## config.mk

```make
export PLATFORM = sky130hd
export DESIGN_NAME = loader_write_fifo
export DESIGN_NICKNAME = d
export VERILOG_FILES = /design/src/rtl/loader_write_fifo.sv
export SDC_FILE = /design/constraint.sdc
export NUM_CORES = 1
export LEC_CHECK = 0
export CORE_UTILIZATION = 40
export CTS_CLUSTER_DIAMETER = 60
export DETAILED_ROUTE_END_ITERATION = 6
export GPL_ROUTABILITY_DRIVEN = 1
export PLACE_DENSITY = 0.64
export SYNTH_ARGS = -nofsm -noshare
export SYNTH_HDL_FRONTEND = slang
export SYNTH_SLANG_ARGS = --single-unit
```

## constraint.sdc

```tcl
create_clock -name clk -period 4.13 [get_ports clk]
set_input_delay 0.413 -clock clk [delete_from_list [all_inputs] [get_ports clk]]
set_output_delay 0.413 -clock clk [all_outputs]
set_load 0.1 [all_outputs]
```

## src/rtl/loader_write_fifo.sv

```systemverilog
// Buffers loader byte writes and replays one per memory slot, held for the whole slot period.
// Latency: a pushed entry appears on mem_* at the first slot strobe at least one cycle after the push.
// Backpressure: none toward the loader; a push into a full FIFO without a concurrent slot is dropped and sets overflow.
module loader_write_fifo #(
    parameter int DEPTH  = 4,
    parameter int ADDR_W = 22,
    parameter int DATA_W = 8
) (
    input  logic                     clk,
    input  logic                     reset_n,
    input  logic                     flush,
    input  logic                     in_wr,
    input  logic [ADDR_W-1:0]        in_addr,
    input  logic [DATA_W-1:0]        in_data,
    input  logic                     slot,
    output logic                     mem_we,
    output logic [ADDR_W-1:0]        mem_addr,
    output logic [DATA_W-1:0]        mem_data,
    output logic                     empty,
    output logic [$clog2(DEPTH):0]   level,
    output logic                     overflow
);
    localparam int PTR_W = $clog2(DEPTH);
    localparam int LVL_W = PTR_W + 1;
    localparam int ENT_W = ADDR_W + DATA_W;

    logic [ENT_W-1:0] store [DEPTH];
    logic [PTR_W-1:0] wptr;
    logic [PTR_W-1:0] rptr;
    logic             full;
    logic             pop;
    logic             push;
    logic [ENT_W-1:0] head;

    assign full  = (level == LVL_W'(DEPTH));
    assign pop   = slot && (level != '0) && !flush;
    // A pop in the same cycle frees the slot the push would otherwise lack.
    assign push  = in_wr && !flush && (!full || pop);
    assign head  = store[rptr];
    assign empty = (level == '0) && !mem_we;

    always_ff @(posedge clk) begin
        if (push) begin
            store[wptr] <= {in_addr, in_data};
        end
    end

    always_ff @(posedge clk or negedge reset_n) begin
        if (!reset_n) begin
            wptr     <= '0;
            rptr     <= '0;
            level    <= '0;
            overflow <= 1'b0;
        end else if (flush) begin
            wptr     <= '0;
            rptr     <= '0;
            level    <= '0;
            overflow <= 1'b0;
        end else begin
            if (push) begin
                wptr <= wptr + PTR_W'(1);
            end
            if (pop) begin
                rptr <= rptr + PTR_W'(1);
            end
            level <= level + LVL_W'(push) - LVL_W'(pop);
            if (in_wr && !push) begin
                overflow <= 1'b1;
            end
        end
    end

    // The request is held between slots so the SDRAM sees it for a full slot period.
    always_ff @(posedge clk or negedge reset_n) begin
        if (!reset_n) begin
            mem_we   <= 1'b0;
            mem_addr <= '0;
            mem_data <= '0;
        end else if (flush) begin
            mem_we <= 1'b0;
        end else if (slot) begin
            mem_we <= pop;
            if (pop) begin
                mem_addr <= head[ENT_W-1:DATA_W];
                mem_data <= head[DATA_W-1:0];
            end
        end
    end
endmodule

```

==> results of run 1 <==
placed cells by master (no fill, tap or decap), drive strengths merged, types with 2 or more instances in the layout:
cell type	count
edfxtp	120
xor2	3
dfrtp	39
clkdlybuf4s50	69
inv	6
clkbuf	26
bufinv	2
mux2	31
nor3	2
nor2	6
clkinv	4
buf	2
mux4	30
a21oi	3
and2	4
ha	6
per-layer routing:
metal,vias up,GRT usage [%]
met5,-,0
met4,0,4.89
met3,12,4.93
met2,71,22.1
met1,1428,18.3
li1,1241,-
state kept, by name, indices dropped and copies added, names as in the netlist:
register	cells
overflow	1
rptr	2
level	3
mem_addr	22
mem_data	8
mem_we	1
wptr	2
store	120
Yosys cell counts, drive strengths merged:
master,number
edfxtp,120
dfrtp,39
mux2,31
mux4,30
buf,7
ha,6
inv,6
nor2,6
and2,4
clkbuf,4
a21oi,3
xor2,3
nor3,2
fa,1
nand2b,1
nor2b,1
nor3b,1
nor4,1
nor4b,1
o21ai,1
o311ai,1
o31ai,1
or3,1
xnor2,1
power by group:
part           internal (mW)  leakage, nW  switching (mW)
combinational          0.731        0.796            1.53
clock                  0.937        0.282           0.574
sequential              1.95         1.56           0.205
kinds of logic after synthesis:
| family | synth area share [%] |
|---|---|
| fa+ha+maj | 1.55 |
| xor+xnor | 0.570 |
| buf+inv | 2.32 |
| compound gates | 0.590 |
| simple gates | 1.97 |
| flops | 74.5 |
| mux | 18.5 |
worst paths after layout:
check | cells after the start | end | start | slack (ns)
setup reg to reg | 10 | level[2]$_DFF_PN0_ | level[2]$_DFF_PN0_ | 1.68
hold reg to reg | 1 | mem_data[1]$_DFFE_PN0P_ | mem_data[1]$_DFFE_PN0P_ | 0.50
min in group clk | 1 | mem_data[1]$_DFFE_PN0P_ | mem_data[1]$_DFFE_PN0P_ | 0.50
max in group asynchronous | 1 | rptr[1]$_DFFE_PN0P_ | reset_n | 3.33
setup / recovery | 2 | empty | level[1]$_DFF_PN0_ | 1.34
hold / removal | 1 | mem_data[7]$_DFFE_PN0P_ | reset_n | 0.14
cell type report:
type / instances / area, um^2
Fill cell: 1166 / 7210
Sequential cell: 159 / 4580
Multi-Input combinational cell: 96 / 1440
Timing Repair Buffer: 71 / 703
Clock buffer: 26 / 489
Tap cell: 184 / 230
Clock inverter: 6 / 83.8
Inverter: 6 / 22.5
==> metrics.txt, run 1 <==
# TYPE chip_impl_metric gauge
chip_impl_info{name="status",value="complete, no violations"} 1
chip_impl_metric{name="cts_resized",unit=""} 0
chip_impl_metric{name="finalNonFillerCells",unit=""} 548
chip_impl_metric{name="violation_count_after_the_first_detailed_route_iteration",unit=""} 142
chip_impl_metric{name="area_growth",unit="%"} 22.8
chip_impl_metric{name="route.met3.wl",unit="um"} 498
chip_impl_metric{name="insertion_delay",unit="ns"} 0.42
chip_impl_metric{name="slew_margin_rel",unit="%"} 28.8
chip_impl_metric{name="num_vias",unit=""} 2752
chip_impl_info{name="clock_tree.root_cell",value="sky130_fd_sc_hd__clkbuf_16"} 1
chip_impl_info{name="critical_path.slowest_cell",value="sky130_fd_sc_hd__clkdlybuf4s50_1"} 1
chip_impl_info{name="post_synth_main_area_contributors",value="sky130_fd_sc_hd__edfxtp_1, sky130_fd_sc_hd__dfrtp_1, sky130_fd_sc_hd__mux4_2, sky130_fd_sc_hd__mux2_4, sky130_fd_sc_hd__ha_1"} 1
chip_impl_metric{name="grt_start_max_net_pins",unit=""} 40
chip_impl_metric{name="crit_path_max_fanout",unit=""} 8
chip_impl_metric{name="cap_violations",unit=""} 0
chip_impl_metric{name="portBuffers",unit=""} 70
chip_impl_metric{name="vias_per_std_cell",unit=""} 5.02
chip_impl_info{name="clock_tree_from_tritoncts",value="built"} 1
chip_impl_metric{name="detail_route.first_pass.iterations",unit=""} 4
chip_impl_metric{name="route.antenna.remaining_nets",unit=""} 0
chip_impl_metric{name="top_level_ports",unit=""} 71
chip_impl_metric{name="postPlaceCellArea",unit="mm^2"} 0.00697
chip_impl_metric{name="die_w",unit="um"} 126
chip_impl_metric{name="synth_seq_area_share",unit="%"} 74.5
chip_impl_metric{name="drt-total-wl",unit="mm"} 10.2
chip_impl_metric{name="holdBufCountCts",unit=""} 0
chip_impl_metric{name="post-dp-hpwl",unit="mm"} 5.97
chip_impl_metric{name="highest_clock_rate",unit="GHz"} 0.359
chip_impl_metric{name="m1WireLength",unit="mm"} 4.62
chip_impl_metric{name="worstPathRequired",unit="ns"} 3.72
chip_impl_info{name="path_cells",value="nor4_2 -> clkdlybuf4s50_1"} 1
chip_impl_metric{name="first_pass_grt_wire_length",unit="mm"} 16.3
chip_impl_info{name="hold_class",value="input pin to async pin"} 1
chip_impl_metric{name="cts.repair_timing.setup_buffer_count",unit=""} 0
chip_impl_metric{name="totalPowerFinal",unit="mW"} 5.92
chip_impl_metric{name="finalHoldViolations",unit=""} 0
chip_impl_metric{name="synthDistinctLibCells",unit=""} 29
chip_impl_metric{name="clkTransAtPathRegs",unit="ns"} 0.06
chip_impl_metric{name="gp_congestion",unit=""} 0.743
chip_impl_info{name="timing.critical_path.max_delay_family",value="buffers and inverters"} 1
chip_impl_info{name="dominant_cell_type_by_area_after_synthesis",value="sky130_fd_sc_hd__edfxtp_1"} 1
chip_impl_metric{name="initial_core_util",unit="%"} 41.7
chip_impl_metric{name="power.density_cell_area",unit="mW/mm^2"} 784
chip_impl_metric{name="layout.cell_area.non_filler",unit="mm^2"} 0.00755
chip_impl_metric{name="initial_antenna_violation_count",unit=""} 0
chip_impl_metric{name="yosysTopAreaCellShare",unit="%"} 58.6
chip_impl_metric{name="ctsHtreeMaxLevel",unit=""} 4
chip_impl_metric{name="ctsLongestPathBuffers",unit=""} 2
chip_impl_metric{name="die_area",unit="mm^2"} 0.0159
chip_impl_metric{name="layout-drive-gt1-share",unit="%"} 26.4
chip_impl_metric{name="die-height",unit="um"} 126
chip_impl_metric{name="overall_routing_resource_usage",unit="%"} 14.1
chip_impl_info{name="path_class",value="flop to primary output"} 1
chip_impl_metric{name="first_global_vias",unit=""} 3038
chip_impl_info{name="top_layer",value="met4"} 1
chip_impl_metric{name="remaining_global_route_overflow",unit=""} 0
chip_impl_metric{name="placed_cells",unit=""} 516
chip_impl_metric{name="cp.arrival",unit="ns"} 2.37
chip_impl_metric{name="tightestPinTransition",unit="ns"} 1.07
chip_impl_metric{name="antennaDiodeCount",unit=""} 0
chip_impl_metric{name="final.min_clock_period",unit="ns"} 2.79
chip_impl_metric{name="ys.warnings.count",unit=""} 0
chip_impl_metric{name="final.setup.worst_slack",unit="ns"} 1.34
chip_impl_metric{name="floorplan.core_area",unit="mm^2"} 0.0148
chip_impl_metric{name="total_standard_cell_area_after_synthesis",unit="mm^2"} 0.00615
chip_impl_metric{name="net_count_after_synthesis",unit=""} 314
chip_impl_metric{name="route.detailed.wl_per_inst",unit="um"} 18.5
chip_impl_metric{name="finalCritPeriodShare",unit="%"} 67.5
chip_impl_metric{name="slowest_delay",unit="ns"} 1.17
chip_impl_metric{name="post-route-util",unit="%"} 51.2
chip_impl_metric{name="final.setup.tns",unit="ns"} 0
chip_impl_metric{name="timing.hold.ws",unit="ns"} 0.144
chip_impl_metric{name="syn_inst",unit=""} 272
chip_impl_metric{name="postSynthRegisterBits",unit=""} 159
chip_impl_metric{name="cts.sinks",unit=""} 159
chip_impl_metric{name="final_number_of_max_transition_violations",unit=""} 0
chip_impl_metric{name="static-leakage-power",unit="nW"} 2.64
chip_impl_metric{name="tritoncts.num_buffers",unit=""} 17
chip_impl_info{name="critPathLaunchType",value="flop"} 1
chip_impl_metric{name="postSynthAreaPerCell",unit="um^2"} 22.6
chip_impl_metric{name="power.ir.vdd_worst",unit="mV"} 0.493
chip_impl_metric{name="cp_num_buf_inv",unit=""} 1
chip_impl_info{name="rsz_0062_raised_after_global_routing",value="no"} 1
chip_impl_info{name="crit_path_end_kind",value="primary output"} 1
chip_impl_metric{name="timing.final.setup_violations",unit=""} 0
chip_impl_metric{name="worst_setup_skew_after_layout",unit="ns"} 0.0116
chip_impl_metric{name="met2WireLength",unit="mm"} 4.92
chip_impl_metric{name="num_rows",unit=""} 44
chip_impl_metric{name="design.final.nets",unit=""} 393
chip_impl_metric{name="place_ws",unit="ns"} 1.17
chip_impl_metric{name="drt_drc_violations_left",unit=""} 0
(Power assumes the default switching activity.)
==> inputs of run 2 (changes only) <==
clock period = 2.7 ns   (was 4.13 ns; I/O delays follow)
==> run 2 against run 1 <==
Cell count up 1.5%. Clock-buffer cell count down 9. Largest power group unchanged. Via count up 0.80%. Global-route usage up 0.60 points.
==> metrics.txt, run 2 (synthesized netlist as in run 1, its figures left out) <==
# TYPE chip_impl_metric gauge
chip_impl_info{name="crit_path_end_kind",value="flop"} 1
chip_impl_metric{name="worst_setup_skew_after_layout",unit="ns"} 0.00856
chip_impl_metric{name="overall_routing_resource_usage",unit="%"} 14.7
chip_impl_metric{name="tritoncts.num_buffers",unit=""} 17
chip_impl_metric{name="die-height",unit="um"} 126
chip_impl_metric{name="highest_clock_rate",unit="GHz"} 0.436
chip_impl_info{name="critPathLaunchType",value="flop"} 1
chip_impl_metric{name="remaining_global_route_overflow",unit=""} 0
chip_impl_metric{name="ctsLongestPathBuffers",unit=""} 2
chip_impl_metric{name="largest_register_ffs",unit=""} 120
chip_impl_metric{name="floorplan.core_area",unit="mm^2"} 0.0148
chip_impl_info{name="rsz_0062_raised_after_global_routing",value="no"} 1
chip_impl_metric{name="route.detailed.wl_per_inst",unit="um"} 19.1
chip_impl_metric{name="die_w",unit="um"} 126
chip_impl_metric{name="static-leakage-power",unit="nW"} 2.72
chip_impl_metric{name="final.min_clock_period",unit="ns"} 2.29
chip_impl_metric{name="die_area",unit="mm^2"} 0.0159
chip_impl_metric{name="first_pass_grt_wire_length",unit="mm"} 16.8
chip_impl_metric{name="violation_count_after_the_first_detailed_route_iteration",unit=""} 218
chip_impl_metric{name="slew_margin_rel",unit="%"} 44.5
chip_impl_metric{name="vias_per_std_cell",unit=""} 4.99
chip_impl_metric{name="layout-drive-gt1-share",unit="%"} 39.5
chip_impl_metric{name="power.ir.vdd_worst",unit="mV"} 0.769
chip_impl_metric{name="first_global_vias",unit=""} 2928
chip_impl_metric{name="area_growth",unit="%"} 22.9
chip_impl_metric{name="drt-total-wl",unit="mm"} 10.6
chip_impl_metric{name="n_fill_cell",unit=""} 1213
chip_impl_metric{name="detail_route.first_pass.iterations",unit=""} 4
chip_impl_metric{name="design.final.nets",unit=""} 401
chip_impl_metric{name="tightestPinTransition",unit="ns"} 0.832
chip_impl_metric{name="initial_core_util",unit="%"} 41.7
chip_impl_info{name="path_cells",value="nor4b_2 -> nor3_1 -> inv_1 -> ha_1 -> inv_1 -> ha_1 -> inv_1 -> fa_1 -> xnor2_1 -> nor2_1"} 1
chip_impl_info{name="hold_class",value="input pin to async pin"} 1
chip_impl_info{name="clock_tree.root_cell",value="sky130_fd_sc_hd__clkbuf_16"} 1
chip_impl_info{name="reg.largest.list",value="store: 120 flops, mem_addr: 22 flops, mem_data: 8 flops"} 1
chip_impl_metric{name="clkTransAtPathRegs",unit="ns"} 0.06
chip_impl_metric{name="ctsHtreeMaxLevel",unit=""} 4
chip_impl_metric{name="post-dp-hpwl",unit="mm"} 6.32
chip_impl_metric{name="cts.repair_timing.setup_buffer_count",unit=""} 0
chip_impl_info{name="path_class",value="flop to flop"} 1
chip_impl_info{name="final_cell_mix",value="sky130_fd_sc_hd__edfxtp_1, sky130_fd_sc_hd__buf_4, sky130_fd_sc_hd__dfrtp_1, sky130_fd_sc_hd__clkdlybuf4s50_1"} 1
chip_impl_info{name="status",value="complete, no violations"} 1
chip_impl_metric{name="grt_start_max_net_pins",unit=""} 31
chip_impl_info{name="critical_path.slowest_cell",value="sky130_fd_sc_hd__dfrtp_2"} 1
chip_impl_metric{name="cap_violations",unit=""} 0
chip_impl_metric{name="initial_antenna_violation_count",unit=""} 1
chip_impl_metric{name="slowest_delay",unit="ns"} 0.49
chip_impl_metric{name="gp_congestion",unit=""} 0.701
chip_impl_metric{name="worstPathRequired",unit="ns"} 3.01
chip_impl_info{name="clock_tree_from_tritoncts",value="built"} 1
chip_impl_metric{name="num_vias",unit=""} 2774
chip_impl_metric{name="finalCritPeriodShare",unit="%"} 85.0
chip_impl_metric{name="route.antenna.remaining_nets",unit=""} 0
chip_impl_metric{name="final_number_of_max_transition_violations",unit=""} 0
chip_impl_metric{name="num_rows",unit=""} 44
chip_impl_info{name="crit_path_frequent_cell",value="sky130_fd_sc_hd__inv_1"} 1
chip_impl_metric{name="top_level_ports",unit=""} 71
chip_impl_metric{name="cts.sinks",unit=""} 159
chip_impl_info{name="regMostFlops",value="store"} 1
chip_impl_metric{name="timing.final.setup_violations",unit=""} 0
chip_impl_metric{name="timing.hold.ws",unit="ns"} 0.433
chip_impl_info{name="layout.cells.most_common",value="sky130_fd_sc_hd__edfxtp_1"} 1
chip_impl_metric{name="finalHoldViolations",unit=""} 0
chip_impl_metric{name="final.setup.tns",unit="ns"} 0
chip_impl_metric{name="drt_drc_violations_left",unit=""} 0
chip_impl_metric{name="insertion_delay",unit="ns"} 0.42
chip_impl_metric{name="power.density_cell_area",unit="mW/mm^2"} 1200
chip_impl_metric{name="crit_path_max_fanout",unit=""} 8
chip_impl_metric{name="antennaDiodeCount",unit=""} 0
chip_impl_metric{name="portBuffers",unit=""} 70
chip_impl_metric{name="cp.arrival",unit="ns"} 2.60
## run 2: final cells by class
type / instances / area (um^2) / share of cell area, %
inverter: 6 / 22.5 / 0.298
sequential: 159 / 4590 / 60.7
clock buffer: 17 / 425 / 5.63
clock inverter: 15 / 160 / 2.12
timing repair buffer: 79 / 688 / 9.11
multi-input combinational: 96 / 1450 / 19.1
tap: 184 / 230 / 3.05
## run 2: final timing paths
kind	startpoint	endpoint	slack, ns	cells after the start
hold reg to reg	mem_data[1]$_DFFE_PN0P_	mem_data[1]$_DFFE_PN0P_	0.49	1
max in group asynchronous	reset_n	mem_data[1]$_DFFE_PN0P_	1.68	3
setup / recovery	level[1]$_DFF_PN0_	level[2]$_DFF_PN0_	0.41	10
setup reg to reg	level[1]$_DFF_PN0_	level[2]$_DFF_PN0_	0.41	10
hold / removal	reset_n	mem_addr[1]$_DFFE_PN0P_	0.43	2
min in group clk	in_addr[21]	store[3][29]$_DFFE_PP_	0.48	1
## run 2: critical path: cells and delay by family (launching register included)
family / cells / cell delay, ns
xor+xnor: 1 / 0.17
fa+ha+maj: 3 / 0.73
buf+inv: 3 / 0.18
flops: 1 / 0.49
simple gates: 3 / 0.61
## run 2: layer usage
metal  global-route usage (%)  routed length, um  vias up
met3                     5.44                466       12
met1                     19.0               4870     1438
met2                     23.0               5170       58
li1                         -                  -     1266
met4                     4.89                125        0
met5                        0                  0        -
## run 2: timing repair
action / 4_1_cts / 5_1_grt
gates resized for setup: 0 / 0
hold endpoints to repair: 25 / 0
hold buffers: 1 / 0
## run 2: metrics by stage
step | utilization (%) | std cells | instance area (um^2) | setup slack (ns) | power [mW]
global placement | 47.2 | 523 | 6960 | 0.277 | 6.79
finish | 51.2 | 556 | 7560 | 0.406 | 9.07
global route | 51.2 | 556 | 7560 | 0.255 | 9.41
CTS | 51.2 | 556 | 7560 | 0.409 | 9.18
detailed placement | 47.2 | 523 | 6960 | 0.200 | 6.82
floorplan | - | 272 | 6170 | 0.181 | 6.13
## run 2: power breakdown
group / leakage, nW / internal (mW) / total, mW / switching [mW]
Sequential: 1.56 / 2.98 / 3.25 / 0.268
Clock: 0.274 / 1.37 / 2.34 / 0.968
Combinational: 0.882 / 1.06 / 3.48 / 2.42
==> inputs of run 3 (changes only) <==
PLACE_DENSITY = 0.67   (was 0.64)
clock period = 2.1 ns   (was 2.7 ns; I/O delays follow)
==> run 3 against run 2 <==
Cell count grew 2.9%. Total power grew 36%. Global-route usage grew 0.90 points. Fmax grew 12%. Largest power group unchanged. Highest routed layer unchanged.
==> metrics.txt, run 3 (synthesized netlist as in run 1, its figures left out) <==
# TYPE chip_impl_metric gauge
chip_impl_metric{name="detail_route.first_pass.iterations",unit=""} 4
chip_impl_metric{name="power.sequential.fraction",unit="%"} 33.3
chip_impl_metric{name="design.final.nets",unit=""} 417
chip_impl_info{name="status",value="complete, no violations"} 1
chip_impl_info{name="regMostFlops",value="store"} 1
chip_impl_metric{name="n_fill_cell",unit=""} 1159
chip_impl_info{name="crit_path_end_kind",value="flop"} 1
chip_impl_metric{name="layout.cell_area.non_filler",unit="mm^2"} 0.00791
chip_impl_metric{name="floorplan.core_area",unit="mm^2"} 0.0148
chip_impl_info{name="critical_path.reg2reg.startpoint",value="level[1]$_DFF_PN0_"} 1
chip_impl_metric{name="route.antenna.remaining_nets",unit=""} 0
chip_impl_metric{name="ctsHtreeMaxLevel",unit=""} 4
chip_impl_metric{name="post-route-util",unit="%"} 53.6
chip_impl_info{name="critical_path.startpoint",value="level[1]$_DFF_PN0_"} 1
chip_impl_metric{name="cp.arrival",unit="ns"} 2.37
chip_impl_metric{name="area_growth",unit="%"} 28.7
chip_impl_metric{name="power.density_cell_area",unit="mW/mm^2"} 1560
chip_impl_metric{name="timing.final.setup_violations",unit=""} 0
chip_impl_metric{name="die_w",unit="um"} 126
chip_impl_metric{name="rr_worst_depth",unit=""} 9
chip_impl_metric{name="layout-drive-gt1-share",unit="%"} 44.3
chip_impl_metric{name="insertion_delay",unit="ns"} 0.42
chip_impl_metric{name="worst_setup_skew_after_layout",unit="ns"} 0.00709
chip_impl_metric{name="post-dp-hpwl",unit="mm"} 6.82
chip_impl_metric{name="regToRegSetupSlack",unit="ns"} 0.05
chip_impl_metric{name="largest_register_ffs",unit=""} 120
chip_impl_info{name="critPathLaunchType",value="flop"} 1
chip_impl_metric{name="violation_count_after_the_first_detailed_route_iteration",unit=""} 271
chip_impl_info{name="clock_tree_from_tritoncts",value="built"} 1
chip_impl_metric{name="finalNonFillerCells",unit=""} 572
chip_impl_metric{name="tightestPinTransition",unit="ns"} 0.617
chip_impl_metric{name="vias_per_std_cell",unit=""} 5.05
chip_impl_metric{name="top_level_ports",unit=""} 71
chip_impl_info{name="worst_setup_path_endpoint",value="level[1]$_DFF_PN0_"} 1
chip_impl_metric{name="clkTransAtPathRegs",unit="ns"} 0.06
chip_impl_metric{name="initial_core_util",unit="%"} 41.7
chip_impl_metric{name="die-height",unit="um"} 126
chip_impl_info{name="reg.largest.list",value="store: 120 flops, mem_addr: 22 flops, mem_data: 8 flops"} 1
chip_impl_metric{name="cap_violations",unit=""} 0
chip_impl_metric{name="cts.sinks",unit=""} 159
chip_impl_info{name="path_class",value="flop to flop"} 1
chip_impl_metric{name="postPlaceCellArea",unit="mm^2"} 0.00719
chip_impl_metric{name="multi_input_comb_area",unit="mm^2"} 0.00150
chip_impl_metric{name="grt_start_max_net_pins",unit=""} 25
chip_impl_metric{name="placed_cells",unit=""} 536
chip_impl_metric{name="num_rows",unit=""} 44
chip_impl_info{name="hold_class",value="input pin to async pin"} 1
chip_impl_metric{name="internal_power",unit="mW"} 7.62
chip_impl_metric{name="crit_path_max_fanout",unit=""} 2
chip_impl_metric{name="netSwitchingFraction",unit="%"} 38.3
chip_impl_info{name="critical_path.slowest_cell",value="sky130_fd_sc_hd__fa_2"} 1
chip_impl_metric{name="first_global_vias",unit=""} 3150
chip_impl_info{name="final_cell_mix",value="sky130_fd_sc_hd__edfxtp_1, sky130_fd_sc_hd__buf_4, sky130_fd_sc_hd__dfrtp_1, sky130_fd_sc_hd__clkdlybuf4s50_1"} 1
chip_impl_metric{name="antennaDiodeCount",unit=""} 0
chip_impl_metric{name="slowest_delay",unit="ns"} 0.52
chip_impl_metric{name="worstPathRequired",unit="ns"} 2.42
chip_impl_info{name="clock_tree.root_cell",value="sky130_fd_sc_hd__clkbuf_16"} 1
chip_impl_metric{name="static-leakage-power",unit="nW"} 2.88
chip_impl_metric{name="initial_antenna_violation_count",unit=""} 0
chip_impl_info{name="terminus_of_the_critical_flop_to_flop_path",value="level[1]$_DFF_PN0_"} 1
chip_impl_metric{name="highest_clock_rate",unit="GHz"} 0.487
chip_impl_info{name="timing.critical_path.max_delay_family",value="adder cells"} 1
chip_impl_info{name="path_cells",value="nor4b_4 -> nor3_2 -> inv_1 -> ha_4 -> inv_2 -> ha_4 -> inv_2 -> fa_2 -> nor2_2"} 1
chip_impl_metric{name="power.clock.fraction",unit="%"} 28.1
chip_impl_metric{name="final.min_clock_period",unit="ns"} 2.05
chip_impl_metric{name="portBuffers",unit=""} 70
chip_impl_metric{name="drt-total-wl",unit="mm"} 11.3
chip_impl_metric{name="die_area",unit="mm^2"} 0.0159
chip_impl_metric{name="num_vias",unit=""} 2887
chip_impl_metric{name="cp_num_cells",unit=""} 9
chip_impl_metric{name="regArea",unit="mm^2"} 0.00459
chip_impl_metric{name="drt_drc_violations_left",unit=""} 0
chip_impl_metric{name="final_number_of_max_transition_violations",unit=""} 0
chip_impl_metric{name="route.detailed.wl_per_inst",unit="um"} 19.7
chip_impl_metric{name="finalCritPeriodShare",unit="%"} 97.8
chip_impl_metric{name="remaining_global_route_overflow",unit=""} 0
chip_impl_metric{name="slew_margin_rel",unit="%"} 58.9
chip_impl_metric{name="gp_congestion",unit=""} 0.720
chip_impl_metric{name="first_pass_grt_wire_length",unit="mm"} 17.7
chip_impl_metric{name="comb_power_share",unit="%"} 38.6
chip_impl_metric{name="overall_routing_resource_usage",unit="%"} 15.6
chip_impl_info{name="rsz_0062_raised_after_global_routing",value="yes"} 1
chip_impl_metric{name="ctsLongestPathBuffers",unit=""} 2
chip_impl_metric{name="tritoncts.num_buffers",unit=""} 17
chip_impl_metric{name="netSwitchingPower",unit="mW"} 4.74
chip_impl_info{name="layout.cells.most_common",value="sky130_fd_sc_hd__edfxtp_1"} 1
chip_impl_metric{name="finalHoldViolations",unit=""} 0
chip_impl_metric{name="power.ir.vdd_worst",unit="mV"} 0.956
chip_impl_metric{name="cp_num_buf_inv",unit=""} 3
## run 3: changes by cell type in the layout (fill, tap and decap cells not counted), moves of 3 or more
cell	before	now
sky130_fd_sc_hd__clkinvlp_4	4	1
sky130_fd_sc_hd__bufinv_16	2	6
sky130_fd_sc_hd__buf_4	43	53
sky130_fd_sc_hd__dfrtp_4	0	3
sky130_fd_sc_hd__buf_12	1	7
sky130_fd_sc_hd__dfrtp_2	5	2
sky130_fd_sc_hd__inv_6	4	1
## run 3: per-stage QoR
step	TNS, ns	setup WS [ns]	power (mW)	hold slack [ns]
3_3_place_gp	-0.206	-0.117	8.90	0.249
5_1_grt	-0.0667	-0.0372	12.8	0.388
6_report	0	0.0458	12.4	0.324
4_1_cts	0	0.0343	12.4	0.342
2_1_floorplan	-0.406	-0.222	7.94	-0.0856
3_5_place_dp	-0.611	-0.180	8.94	0.247
## run 3: final cells by class
class	instances	share of cell area [%]
Timing Repair Buffer	95	11.2
Sequential cell	159	58.1
Multi-Input combinational cell	96	19.0
Tap cell	184	2.91
Inverter	6	0.285
Clock inverter	14	3.01
Clock buffer	18	5.55
## run 3: worst register-to-register path: cells and delay by family (launching register included)
family        cells  cell delay, ns
simple gates      3            0.42
buf+inv           3            0.19
fa+ha+maj         3            0.84
flops             1            0.49
## run 3: power by group through the flow
stage / clock, mW / sequential [mW] / combinational, mW
2_1_floorplan: 0 / 6.46 / 1.48
3_3_place_gp: 0 / 4.17 / 4.73
3_5_place_dp: 0 / 4.18 / 4.76
4_1_cts: 3.54 / 4.13 / 4.78
5_1_grt: 3.66 / 4.16 / 4.96
6_report: 3.47 / 4.11 / 4.77
## run 3: worst min path at each step
stage	endpoint	cells after the start
5_1_grt	mem_data[5]$_DFFE_PN0P_	2
2_1_floorplan	mem_addr[0]$_DFFE_PN0P_	0
3_5_place_dp	mem_data[5]$_DFFE_PN0P_	1
3_3_place_gp	mem_addr[18]$_DFFE_PN0P_	1
4_1_cts	mem_data[5]$_DFFE_PN0P_	2
6_report	mem_data[5]$_DFFE_PN0P_	2
## run 3: timing repair
action	CTS	global route
setup buffers	0	3
gates resized for setup	0	2
setup endpoints to repair	0	2
hold buffers	1	0
hold endpoints to repair	23	0
## run 3: layer usage
layer,GRT usage [%],vias up,part of all wire [%],routed length [um]
met2,25.2,70,50,5670
li1,-,1296,-,-
met3,4.76,14,5.0,565
met5,0,-,0,0
met1,19.8,1507,43,4860
met4,5.95,0,1.3,149
